$ cat src/rtl/serial_add_seq.sv
// Bit-serial adder/subtractor: one full-adder cell (two half adders + OR) is
// reused LSB-first across WIDTH cycles, with valid/ready on both operand and result sides.
module serial_add_seq #(
  parameter int WIDTH = 8
) (
  input  logic             clk,
  input  logic             rst,
  input  logic             in_valid,
  output logic             in_ready,
  input  logic [WIDTH-1:0] a,
  input  logic [WIDTH-1:0] b,
  input  logic             cin,
  input  logic             sub,
  output logic             out_valid,
  input  logic             out_ready,
  output logic [WIDTH-1:0] sum,
  output logic             cout,
  output logic             busy
);

  localparam int CW = (WIDTH > 1) ? $clog2(WIDTH) : 1;

  typedef enum logic [1:0] {
    S_IDLE,
    S_RUN,
    S_DONE
  } state_t;

  state_t          r_state;
  state_t          w_next;

  logic [WIDTH-1:0] r_a;
  logic [WIDTH-1:0] r_b;
  logic [WIDTH-1:0] r_sum;
  logic             r_carry;
  logic             r_cout;
  logic [CW-1:0]    r_cnt;

  logic w_accept;
  logic w_last;
  logic w_ha1_s;
  logic w_ha1_c;
  logic w_ha2_s;
  logic w_ha2_c;
  logic w_cell_co;

  assign w_accept = (r_state == S_IDLE) && in_valid;
  assign w_last   = (r_cnt == CW'(WIDTH - 1));

  // The shared cell: operand bits meet in the first half adder, the registered carry in the second.
  assign w_ha1_s   = r_a[0] ^ r_b[0];
  assign w_ha1_c   = r_a[0] & r_b[0];
  assign w_ha2_s   = w_ha1_s ^ r_carry;
  assign w_ha2_c   = w_ha1_s & r_carry;
  assign w_cell_co = w_ha1_c | w_ha2_c;

  // NOTE: sequential state uses non-blocking (<=) so every register samples pre-edge values.
  always_ff @(posedge clk or posedge rst) begin
    if (rst) begin
      r_state <= S_IDLE;
    end else begin
      r_state <= w_next;
    end
  end

  // NOTE: w_next is defaulted first so no path through the case leaves it unassigned (no latch).
  always_comb begin
    w_next = r_state;
    case (r_state)
      S_IDLE: if (in_valid)  w_next = S_RUN;
      S_RUN:  if (w_last)    w_next = S_DONE;
      S_DONE: if (out_ready) w_next = S_IDLE;
      default:               w_next = S_IDLE;
    endcase
  end

  always_comb begin
    in_ready  = 1'b0;
    out_valid = 1'b0;
    busy      = 1'b0;
    case (r_state)
      S_IDLE: in_ready = 1'b1;
      S_RUN:  busy     = 1'b1;
      S_DONE: begin
        out_valid = 1'b1;
        busy      = 1'b1;
      end
      default: in_ready = 1'b0;
    endcase
  end

  // Subtraction is a + ~b + 1: invert B at capture and seed the carry with 1.
  always_ff @(posedge clk or posedge rst) begin
    if (rst) begin
      r_a     <= '0;
      r_b     <= '0;
      r_sum   <= '0;
      r_carry <= 1'b0;
      r_cout  <= 1'b0;
      r_cnt   <= '0;
    end else if (w_accept) begin
      r_a     <= a;
      r_b     <= sub ? ~b : b;
      r_carry <= sub ? 1'b1 : cin;
      r_cnt   <= '0;
      r_sum   <= '0;
      r_cout  <= 1'b0;
    end else if (r_state == S_RUN) begin
      r_sum   <= {w_ha2_s, r_sum[WIDTH-1:1]};
      r_carry <= w_cell_co;
      r_a     <= r_a >> 1;
      r_b     <= r_b >> 1;
      r_cnt   <= r_cnt + CW'(1);
      if (w_last) begin
        r_cout <= w_cell_co;
      end
    end
  end

  assign sum  = r_sum;
  assign cout = r_cout;

endmodule

$ cat config.mk
export PLATFORM = sky130hd
export DESIGN_NAME = serial_add_seq
export DESIGN_NICKNAME = d
export VERILOG_FILES = /design/src/rtl/serial_add_seq.sv
export SDC_FILE = /design/constraint.sdc
export NUM_CORES = 1
export LEC_CHECK = 0
export BUFFER_PORTS_ARGS = -buffer_cell sky130_fd_sc_hd__buf_4
export CAP_MARGIN = 15
export CORE_UTILIZATION = 48
export DETAILED_ROUTE_END_ITERATION = 10
export PLACE_DENSITY_LB_ADDON = 0.15
export SYNTH_ARGS = -nofsm -noshare
export SYNTH_HDL_FRONTEND = slang
export SYNTH_SLANG_ARGS = --single-unit
$ cat constraint.sdc
create_clock -name clk -period 1.7 [get_ports clk]
set_clock_uncertainty 0.2 [all_clocks]
set_input_delay 0.17 -clock clk [delete_from_list [all_inputs] [get_ports clk]]
set_output_delay 0.17 -clock clk [all_outputs]
set_load 0.02 [all_outputs]
==> results by group, run 1 <==
Layout
  – Non-filler cells, final: roughly 260
  – Nets: around 250
  – Multi-input logic area: 739.5 µm²
  – N_diodes: 0
  – Most common cell after layout, fill and taps aside: buf_4
  – Area Overhead vs Synth: 48.99%
  – Layout cells sized above 1: between 30% and 40%
  – Fillcell total: approximately 220
  – Register area: approximately 780 µm²
  – Post-Route Utilization: roughly three quarters
  – Commonest non-fill, non-tap cells in the layout: buf_4 (49), dfrtp_1 (31), mux2i_1 (22), nand2_1 (20), dlygate4sd3_1 (18)

Logic synthesis
  – Post-Syn Nets: roughly 180
  – Synth warnings: 0
  – Post-synthesis sequential area ratio: about half
  – Synthesized instance count: roughly 150
  – Netlist cell types: 20
  – Area leader, netlist: dfrtp_1
  – Synth top area cells: dfrtp_1 (50%), mux2i_1 (15%), ha_1 (5.6%)
  – Cell Area, Synth: about 1600 µm²
  – Syn Area/Cell: 10.47 µm²
  – Synth Register Bits: 31
  – Synth top area share: 50.04%

Global routing
  – Total Routing Usage GR: roughly 22%
  – Initial antenna violation count: 0
  – First-pass GRT wire length: approximately 5400 µm
  – Largest net degree at the start of global routing: 32
  – Vias in the first global route: roughly 1300
  – GRT overflow: 0

Floorplan
  – Die area: 3461 µm²
  – Die Span X: between 50 and 60 µm
  – Core ar.: between 3000 and 4000 µm²
  – Placement Rows: 20
  – I/O pin count: 34
  – Die Ht: ~59 µm
  – Initial Util: between 50% and 60%

Run status
  – Failing checks: setup timing
  – Outcome: finished with violations

CTS
  – # H-tree levels: 2
  – Num CTS Buffers: 5
  – Root buf cell: clkbuf_4
  – Clock transition at path regs: roughly 0.1 ns
  – Clock latency at the later pin of the worst-skew pair: 0.33 ns
  – Clock sinks: 31
  – Clock Path Buffers: 2
  – CTS tree: yes

Power
  – Tot Pwr: around 0.0038 W
  – Peak supply drop: about 1300 µV
  – Lkg Pwr: ~1.1 nW
  – Pwr/cell area: 1627 nW/µm²

STA
  – Fin. Hold Viols: 0
  – Rel. slew slack: between 70% and 80%
  – Worst-Margin Slew: roughly 0.42 ns
  – Worst Slack Setup Final: -0.1244 ns
  – Slew Viols, Final: 0
  – RSZ-0062 raised after global routing: true
  – Fin crit period: around 1.8 ns
  – Tcrit/Tclk final: 107.3%
  – Highest clock rate: around 550 MHz
  – Final setup viols: 2

Placed design
  – Routability Congestion: 0.7390
  – Detailed Place HPWL: around 2100 µm
  – Port bufs: 33
  – Placed Cells: between 200 and 250

Setup path
  – Crit-path max FO: 2
  – Crit path arrival time: around 1.8 ns
  – Crit Path Category: register to register
  – Setup crit end kind: register
  – Crit start category: register
  – Worst Path Required: between 1.5 and 2 ns

Drt
  – Via Count: approximately 1300
  – DRC: 0
  – DRT Wirelength: approximately 3400 µm
  – Average via count per standard cell: 4.802
  – Starting DRT DRC Count: 62
  – DRT antenna net count: 0
  – Pre-antenna DRT Iters: 4
  – Post-DR wirelength/cell: approximately 13 µm

Worst hold path
  – Hold crit path type: primary input to register

Flow run
  – Maxcap violations: 0
layout make-up:
cell class              count  share of cell area, %
clock buffers               7                  1.950
repair buffers             72                  28.39
well taps                  44                  2.384
inverters                   9                  1.463
multi-input cells          98                  32.02
clock inverters             1                 0.2167
flip-flops and latches     31                  33.59
synth_stat cells:
cell type / instances
dfrtp_1: 31
mux2i_1: 23
nand2_1: 20
o21ai_0: 16
nor2_1: 11
inv_1: 9
ha_1: 7
xor2_1: 7
buf_2: 6
clkbuf_1: 4
a21oi_1: 2
mux2_2: 2
nand3b_1: 2
xnor2_1: 2
a211oi_1: 1
a222oi_1: 1
and2_1: 1
fa_1: 1
nor3_1: 1
or2_2: 1
worst max-delay path, cell delays in order, from the launching register on:
cell and delay (ns):
dfrtp_1 0.37, ha_2 0.19, ha_4 0.14, inv_2 0.03, a222oi_1 0.31, buf_4 0.19, mux2_4 0.29
flip-flops by register name, indices dropped and copies added (netlist names):
signal	flops
r_state	2
sum	8
r_a	8
r_cnt	3
r_carry	1
r_b	8
cout	1
final timing paths:
kind                       slack [ns]     start  cells past startpoint    endpoint
hold / removal                   0.03       sub                      3     r_carry
hold reg to reg                  0.32    r_a[7]                      2      r_a[7]
setup / recovery                -0.12  r_cnt[1]                      6  r_state[1]
max in group asynchronous        0.58       rst                      4    r_cnt[2]
setup reg to reg                -0.12  r_cnt[1]                      6  r_state[1]
min in group asynchronous        0.18       rst                      3        cout
stage by stage:
step	cell area (µm²)	setup TNS, ns	hold WS (ns)	worst slack (ns)
after detailed placement	1908	-0.3993	-0.006223	-0.1998
after global routing	2310	-0.4640	0.03946	-0.1799
after floorplan	1560	-0.1183	0.07351	-0.05915
final	2310	-0.2308	0.02877	-0.1244
after global placement	1908	-0.1869	-0.01907	-0.09373
after CTS	2220	-0.1881	0.02493	-0.09828
metal layers:
layer	vias up	track usage [%]	wire (µm)
li1	629	-	-
met1	594	25.47	1523
met5	-	0	0
met3	7	7.033	115
met4	0	9.524	65
met2	28	36.85	1725
power by group:
group / switching (W) / internal [W] / leakage (nW)
registers: 0.000203 / 0.00105 / 0.396
logic: 0.000960 / 0.00114 / 0.695
clock network: 0.000242 / 0.000161 / 0.0293
cell families after synthesis:
| group | synth area share, % |
|---|---|
| xor+xnor | 5.085 |
| compound gates | 6.942 |
| simple gates | 9.604 |
| flops | 50.04 |
| mux | 16.30 |
| fa+ha+maj | 6.941 |
| buf+inv | 5.084 |
repair_timing:
item | 4_1_cts | 5_1_grt
endpoints found under the setup margin | 3 | 19
endpoints found under the hold margin | 26 | 0
cloned | 1 | 1
hold buffers | 18 | 0
setup buffers | 3 | 7
gates resized for setup | 7 | 6
pin swaps | 2 | 3
(Power assumes the default switching activity.)
==> inputs of run 2 (changes only) <==
--- a/config.mk
+++ b/config.mk
@@ -10,6 +10,7 @@
 export CORE_UTILIZATION = 48
 export DETAILED_ROUTE_END_ITERATION = 10
 export PLACE_DENSITY_LB_ADDON = 0.15
+export RECOVER_POWER = 50
 export SYNTH_ARGS = -nofsm -noshare
 export SYNTH_HDL_FRONTEND = slang
 export SYNTH_SLANG_ARGS = --single-unit
==> run 2 against run 1 <==
  * The run still ends with setup timing left
  * Core utilization is 0.20 points lower
  * Die area stayed put
  * Via count hardly changed
  * Critical endpoint unchanged
  * Combinational power hardly changed
  * Setup slack better by 0.0015 ns
  * Critical path type unchanged
  * Hold slack worse by 0.0024 ns
  * Final cell count stayed put
  * Cell area is 0.27% lower
  * Sequential share of layout area is 0.091 points higher
==> results by group, run 2 (synthesis gave the netlist of run 1 again) <==
Run status
  – Outcome: finished with violations
  – Failing checks: setup timing

Worst hold path
  – Hold crit path type: primary input to register

Layout
  – Most common cell after layout, fill and taps aside: buf_4
  – Commonest non-fill, non-tap cells in the layout: buf_4 (46), dfrtp_1 (31), mux2i_1 (22), nand2_1 (20), dlygate4sd3_1 (18)
  – Fillcell total: 226
  – Layout cells sized above 1: between 30 and 40%
  – Final instance area: 2303 µm²
  – N_diodes: 0
  – Area Overhead vs Synth: 48.59%
  – Nets: ~250

CTS
  – Clock Path Buffers: 2
  – # H-tree levels: 2
  – Clock transition at path regs: roughly 0.10 ns
  – Clock sinks: 31
  – Num CTS Buffers: 5
  – CTS tree: yes
  – Clock latency at the later pin of the worst-skew pair: approximately 0.33 ns
  – Root buf cell: clkbuf_4

Drt
  – Starting DRT DRC Count: 67
  – DRT antenna net count: 0
  – Average via count per standard cell: ~4.8
  – Via Count: approximately 1300
  – Post-DR wirelength/cell: 13.10 µm
  – Pre-antenna DRT Iters: 6
  – DRT Wirelength: between 3000 and 4000 µm
  – DRC: 0

Setup path
  – Worst Path Buf+Inv: 2
  – Crit Path Category: register to register
  – CP max stage delay: about 0.37 ns
  – Worst Path Required: around 1.7 ns
  – Setup crit end kind: register
  – Crit-path cells: ha_2, ha_4, inv_2, a222oi_1, buf_4, mux2_4
  – Slowest stage cell, crit path: dfrtp_1
  – CP delay by family, top: flip-flops
  – Crit-path max FO: 2
  – Crit start category: register
  – Crit path arrival time: around 1.8 ns

STA
  – Worst hold margin: 0.02635 ns
  – Setup Total Neg Slack: -0.2276 ns
  – Worst-Margin Slew: around 0.54 ns
  – Fin. Hold Viols: 0
  – Slew Viols, Final: 0
  – Fin crit period: between 1.5 and 2 ns
  – Final setup viols: 2
  – Worst Slack Setup Final: -0.1229 ns
  – Tcrit/Tclk final: 107.2%
  – Highest clock rate: 548.6 MHz
  – RSZ-0062 raised after global routing: true
  – Rel. slew slack: between 60 and 70%

Power
  – Lkg Pwr: 1.116 nW
  – Tot Pwr: approximately 0.0038 W
  – Peak supply drop: around 1300 µV
  – Pwr/cell area: roughly 1600 nW/µm²

Placed design
  – Post-placement setup slack: -0.1998 ns
  – Detailed Place HPWL: approximately 2100 µm
  – Port bufs: 33
  – Routability Congestion: 0.7390
  – Placed Area: around 1900 µm²

Flow run
  – Maxcap violations: 0

Floorplan
  – Die area: around 3500 µm²
  – Die Ht: 58.83 µm
  – Die Span X: about 59 µm
  – Placement Rows: 20
  – Core ar.: 3053 µm²
  – I/O pin count: 34
  – Initial Util: about half

Global routing
  – First-pass GRT wire length: approximately 5400 µm
  – GRT overflow: 0
  – Total Routing Usage GR: between 20% and 30%
  – Vias in the first global route: about 1300
  – Initial antenna violation count: 0
  – Largest net degree at the start of global routing: 32
-- run 2: cell types whose count changed in the layout (fill, tap and decap cells not counted) --
cell and change:
buf_4 -3, clkbuf_1 +1, clkbuf_2 +1, clkbuf_4 +1
-- run 2: tightest hold or removal path, stage by stage --
cell and delay [ns]:
buf_4 0.17, nor3_1 0.07, a21oi_1 0.11
-- run 2: final timing paths --
kind / from / endpoint / slack, ns / depth (start not counted)
max: r_cnt[1] / r_state[1] / -0.12 / 6
min: sub / r_carry / 0.03 / 3
max reg2reg: r_cnt[1] / r_state[1] / -0.12 / 6
min reg2reg: r_a[7] / r_a[7] / 0.32 / 2
max in group asynchronous: rst / r_a[1] / 0.31 / 4
min in group asynchronous: rst / cout / 0.18 / 3
-- run 2: through the flow --
stage	instances	util, %
global route	262	75.45
CTS	254	72.70
detailed placement	224	62.50
global placement	224	62.50
floorplan	148	-
finish	262	75.45
-- run 2: report_power, final --
group          internal [W]  total (W)  switching (W)
clock network      0.000161   0.000405       0.000244
registers           0.00105    0.00125       0.000202
logic               0.00114    0.00210       0.000961
total               0.00235    0.00376        0.00141
-- run 2: metal layers --
metal  track usage, %  vias to the layer above  part of all wire [%]
met2            36.85                       30                    50
li1                 -                      628                     -
met5                0                        -                     0
met3            7.033                        7                   3.4
met1            25.47                      592                    45
met4            9.524                        0                   1.9
-- run 2: area by class of cell --
| cell class | count | area, µm² | area share (%) |
|---|---|---|---|
| Sequential cell | 31 | 775.7 | 33.68 |
| Multi-Input combinational cell | 98 | 739.5 | 32.10 |
| Timing Repair Buffer | 72 | 649.4 | 28.19 |
| Tap cell | 44 | 55.05 | 2.390 |
| Clock buffer | 7 | 45.04 | 1.955 |
| Inverter | 9 | 33.78 | 1.467 |
| Clock inverter | 1 | 5.005 | 0.2173 |
-- run 2: what timing repair did --
action | in CTS | in global routing
buffers inserted | 3 | 7
pin swaps | 2 | 3
setup endpoints to repair | 3 | 19
cloned | 1 | 1
hold buffers | 18 | 0
resized for setup | 7 | 6
endpoints found under the hold margin | 26 | 0
==> inputs of run 3 (changes only) <==
--- a/config.mk
+++ b/config.mk
@@ -7,7 +7,9 @@
 export LEC_CHECK = 0
 export BUFFER_PORTS_ARGS = -buffer_cell sky130_fd_sc_hd__buf_4
 export CAP_MARGIN = 15
-export CORE_UTILIZATION = 48
+export CELL_PAD_IN_SITES_DETAIL_PLACEMENT = 1
+export CELL_PAD_IN_SITES_GLOBAL_PLACEMENT = 1
+export CORE_UTILIZATION = 25
 export DETAILED_ROUTE_END_ITERATION = 10
 export PLACE_DENSITY_LB_ADDON = 0.15
 export RECOVER_POWER = 50
==> run 3 against run 2 <==
  * The flow still finishes with violations (setup timing)
  * Non-clock buffer count shrank 5
  * Critical path depth stayed put
  * Clock power increased by 29%
  * Sequential share of layout area decreased by 0.34 points
  * Power is 3.2% higher
  * Final cell count grew 9.2%
  * Setup slack better by 0.026 ns
  * Sequential power hardly changed
  * Wire length grew 13%
  * Critical path type unchanged
  * Highest routed layer unchanged
==> results by group, run 3 (synthesis gave the netlist of run 1 again) <==
Global routing
  – GRT overflow: 0
  – Vias in the first global route: between 1000 and 1500
  – Initial antenna violation count: 0
  – First-pass GRT wire length: 5975 µm
  – Total Routing Usage GR: 12.18%
  – Largest net degree at the start of global routing: 42

Power
  – Switching Share: 37.20%
  – Clock power frac: between 10% and 20%
  – Sequential power share: 32.5%
  – Combinational share of power: between 50% and 60%
  – Net switching power: ~0.0014 W
  – Peak supply drop: roughly 540 µV
  – Internal power: approximately 0.0024 W
  – Pwr/cell area: around 1700 nW/µm²
  – Lkg Pwr: 1.089 nW

STA
  – Worst hold margin: between 0.008 and 0.009 ns
  – Fin crit period: about 1.8 ns
  – Worst Slack Setup Final: -0.09692 ns
  – Slew Viols, Final: 0
  – Worst-Margin Slew: ~0.8 ns
  – Setup Total Neg Slack: -0.1919 ns
  – Tcrit/Tclk final: 105.7%
  – Highest clock rate: between 500 and 600 MHz
  – Rel. slew slack: a little under half
  – RSZ-0062 raised after global routing: true
  – Fin. Hold Viols: 0
  – Final setup viols: 2

Layout
  – N_diodes: 0
  – Layout cells sized above 1: around 29%
  – Fillcell total: ~690
  – Commonest non-fill, non-tap cells in the layout: buf_4 (37), dfrtp_1 (31), mux2i_1 (23), nand2_1 (20), dlygate4sd3_1 (17)
  – Nets: roughly 240
  – Non-filler cells, final: 286
  – Area Overhead vs Synth: 50.12%
  – Most common cell after layout, fill and taps aside: buf_4
  – Post-Route Utilization: approximately two fifths

Floorplan
  – Placement Rows: 28
  – Core ar.: roughly 6000 µm²
  – Initial Util: a little over a quarter
  – Die area: between 6000 and 7000 µm²
  – I/O pin count: 34
  – Die Ht: about 80 µm
  – Die Span X: between 80 and 90 µm

Worst hold path
  – Hold crit path type: primary input to register
  – Worst Hold End: r_b[6]
  – Hold-critical path depth: 4
  – Min-delay src: b[6]

Run status
  – Failing checks: setup timing
  – Outcome: finished with violations

CTS
  – Clock sinks: 31
  – Num CTS Buffers: 5
  – Clock transition at path regs: roughly 0.060 ns
  – Root buf cell: clkbuf_8
  – CTS tree: yes
  – # H-tree levels: 2
  – Clock Path Buffers: 2
  – Clock latency at the later pin of the worst-skew pair: 0.28 ns

Setup path
  – Crit start category: register
  – Worst Path Required: roughly 1.7 ns
  – R2R depth: 6
  – R2R Path End: r_state[0]
  – Crit path arrival time: about 1.8 ns
  – Worst r2r src: r_cnt[0]
  – Setup crit end kind: register
  – Crit Path Category: register to register
  – R2R Setup Slk: -0.1 ns
  – Crit-path max FO: 2

Drt
  – Average via count per standard cell: 4.388
  – DRT antenna net count: 0
  – DRT Wirelength: a little under 4000 µm
  – Post-DR wirelength/cell: 13.56 µm
  – Starting DRT DRC Count: 42
  – DRC: 0
  – Via Count: about 1300
  – Pre-antenna DRT Iters: 4

Placed design
  – Routability Congestion: ~0.70
  – Placed Cells: 255
  – Port bufs: 33
  – Detailed Place HPWL: approximately 2400 µm

Flow run
  – Maxcap violations: 0
-- run 3: worst max-delay path, stage by stage (launching register included) --
cell and delay (ns):
dfrtp_1 0.40, ha_4 0.16, ha_4 0.12, inv_2 0.03, a222oi_1 0.31, buf_4 0.18
mux2_4 0.29
-- run 3: power groups by stage --
stage                     logic (W)  clock network [W]  registers [W]
final                       0.00209           0.000524        0.00126
after global placement      0.00163                  0        0.00124
after detailed placement    0.00171                  0        0.00126
after floorplan             0.00107                  0        0.00128
after global routing        0.00231           0.000584        0.00130
after CTS                   0.00191           0.000549        0.00126
-- run 3: per-layer routing --
metal  vias up  share of wire, %  GRT usage, %
met5         -                 0             0
met4         0               1.0         4.286
met3         6               3.6         3.371
met2        23                52         20.93
met1       614                43         14.57
li1        612                 -             -
-- run 3: layout make-up --
cell class / count / area [µm²] / share of cell area [%]
sequential: 31 / 775.7 / 33.33
multi-input combinational: 98 / 743.2 / 31.94
clock buffer: 6 / 72.57 / 3.118
inverter: 9 / 33.78 / 1.452
tap: 75 / 93.84 / 4.032
timing repair buffer: 67 / 608.1 / 26.13
-- run 3: worst max path at each step --
stage / start / to / slack (ns) / cells after the start
4_1_cts: r_cnt[1] / r_state[0] / -0.11 / 6
5_1_grt: r_cnt[0] / r_state[0] / -0.17 / 6
2_1_floorplan: r_state[1] / r_state[0] / -0.06 / 5
6_report: r_cnt[0] / r_state[0] / -0.1 / 6
3_3_place_gp: r_cnt[0] / r_state[1] / -0.10 / 5
3_5_place_dp: r_cnt[0] / r_state[0] / -0.17 / 5
-- run 3: metrics by stage --
| step | instance area, µm² | total power [W] | worst slack [ns] |
|---|---|---|---|
| 3_3_place_gp | 1947 | 0.002868 | -0.1031 |
| 5_1_grt | 2327 | 0.004195 | -0.1719 |
| 6_report | 2327 | 0.003878 | -0.09692 |
| 3_5_place_dp | 1947 | 0.002967 | -0.1739 |
| 2_1_floorplan | 1560 | 0.002349 | -0.05915 |
| 4_1_cts | 2250 | 0.003715 | -0.1079 |
-- run 3: what timing repair did --
action	in CTS	in global routing
resized for setup	8	3
setup endpoints to repair	3	15
hold buffers	17	0
pin swaps	3	3
buffers inserted	1	4
endpoints found under the hold margin	47	0
cloned	1	2
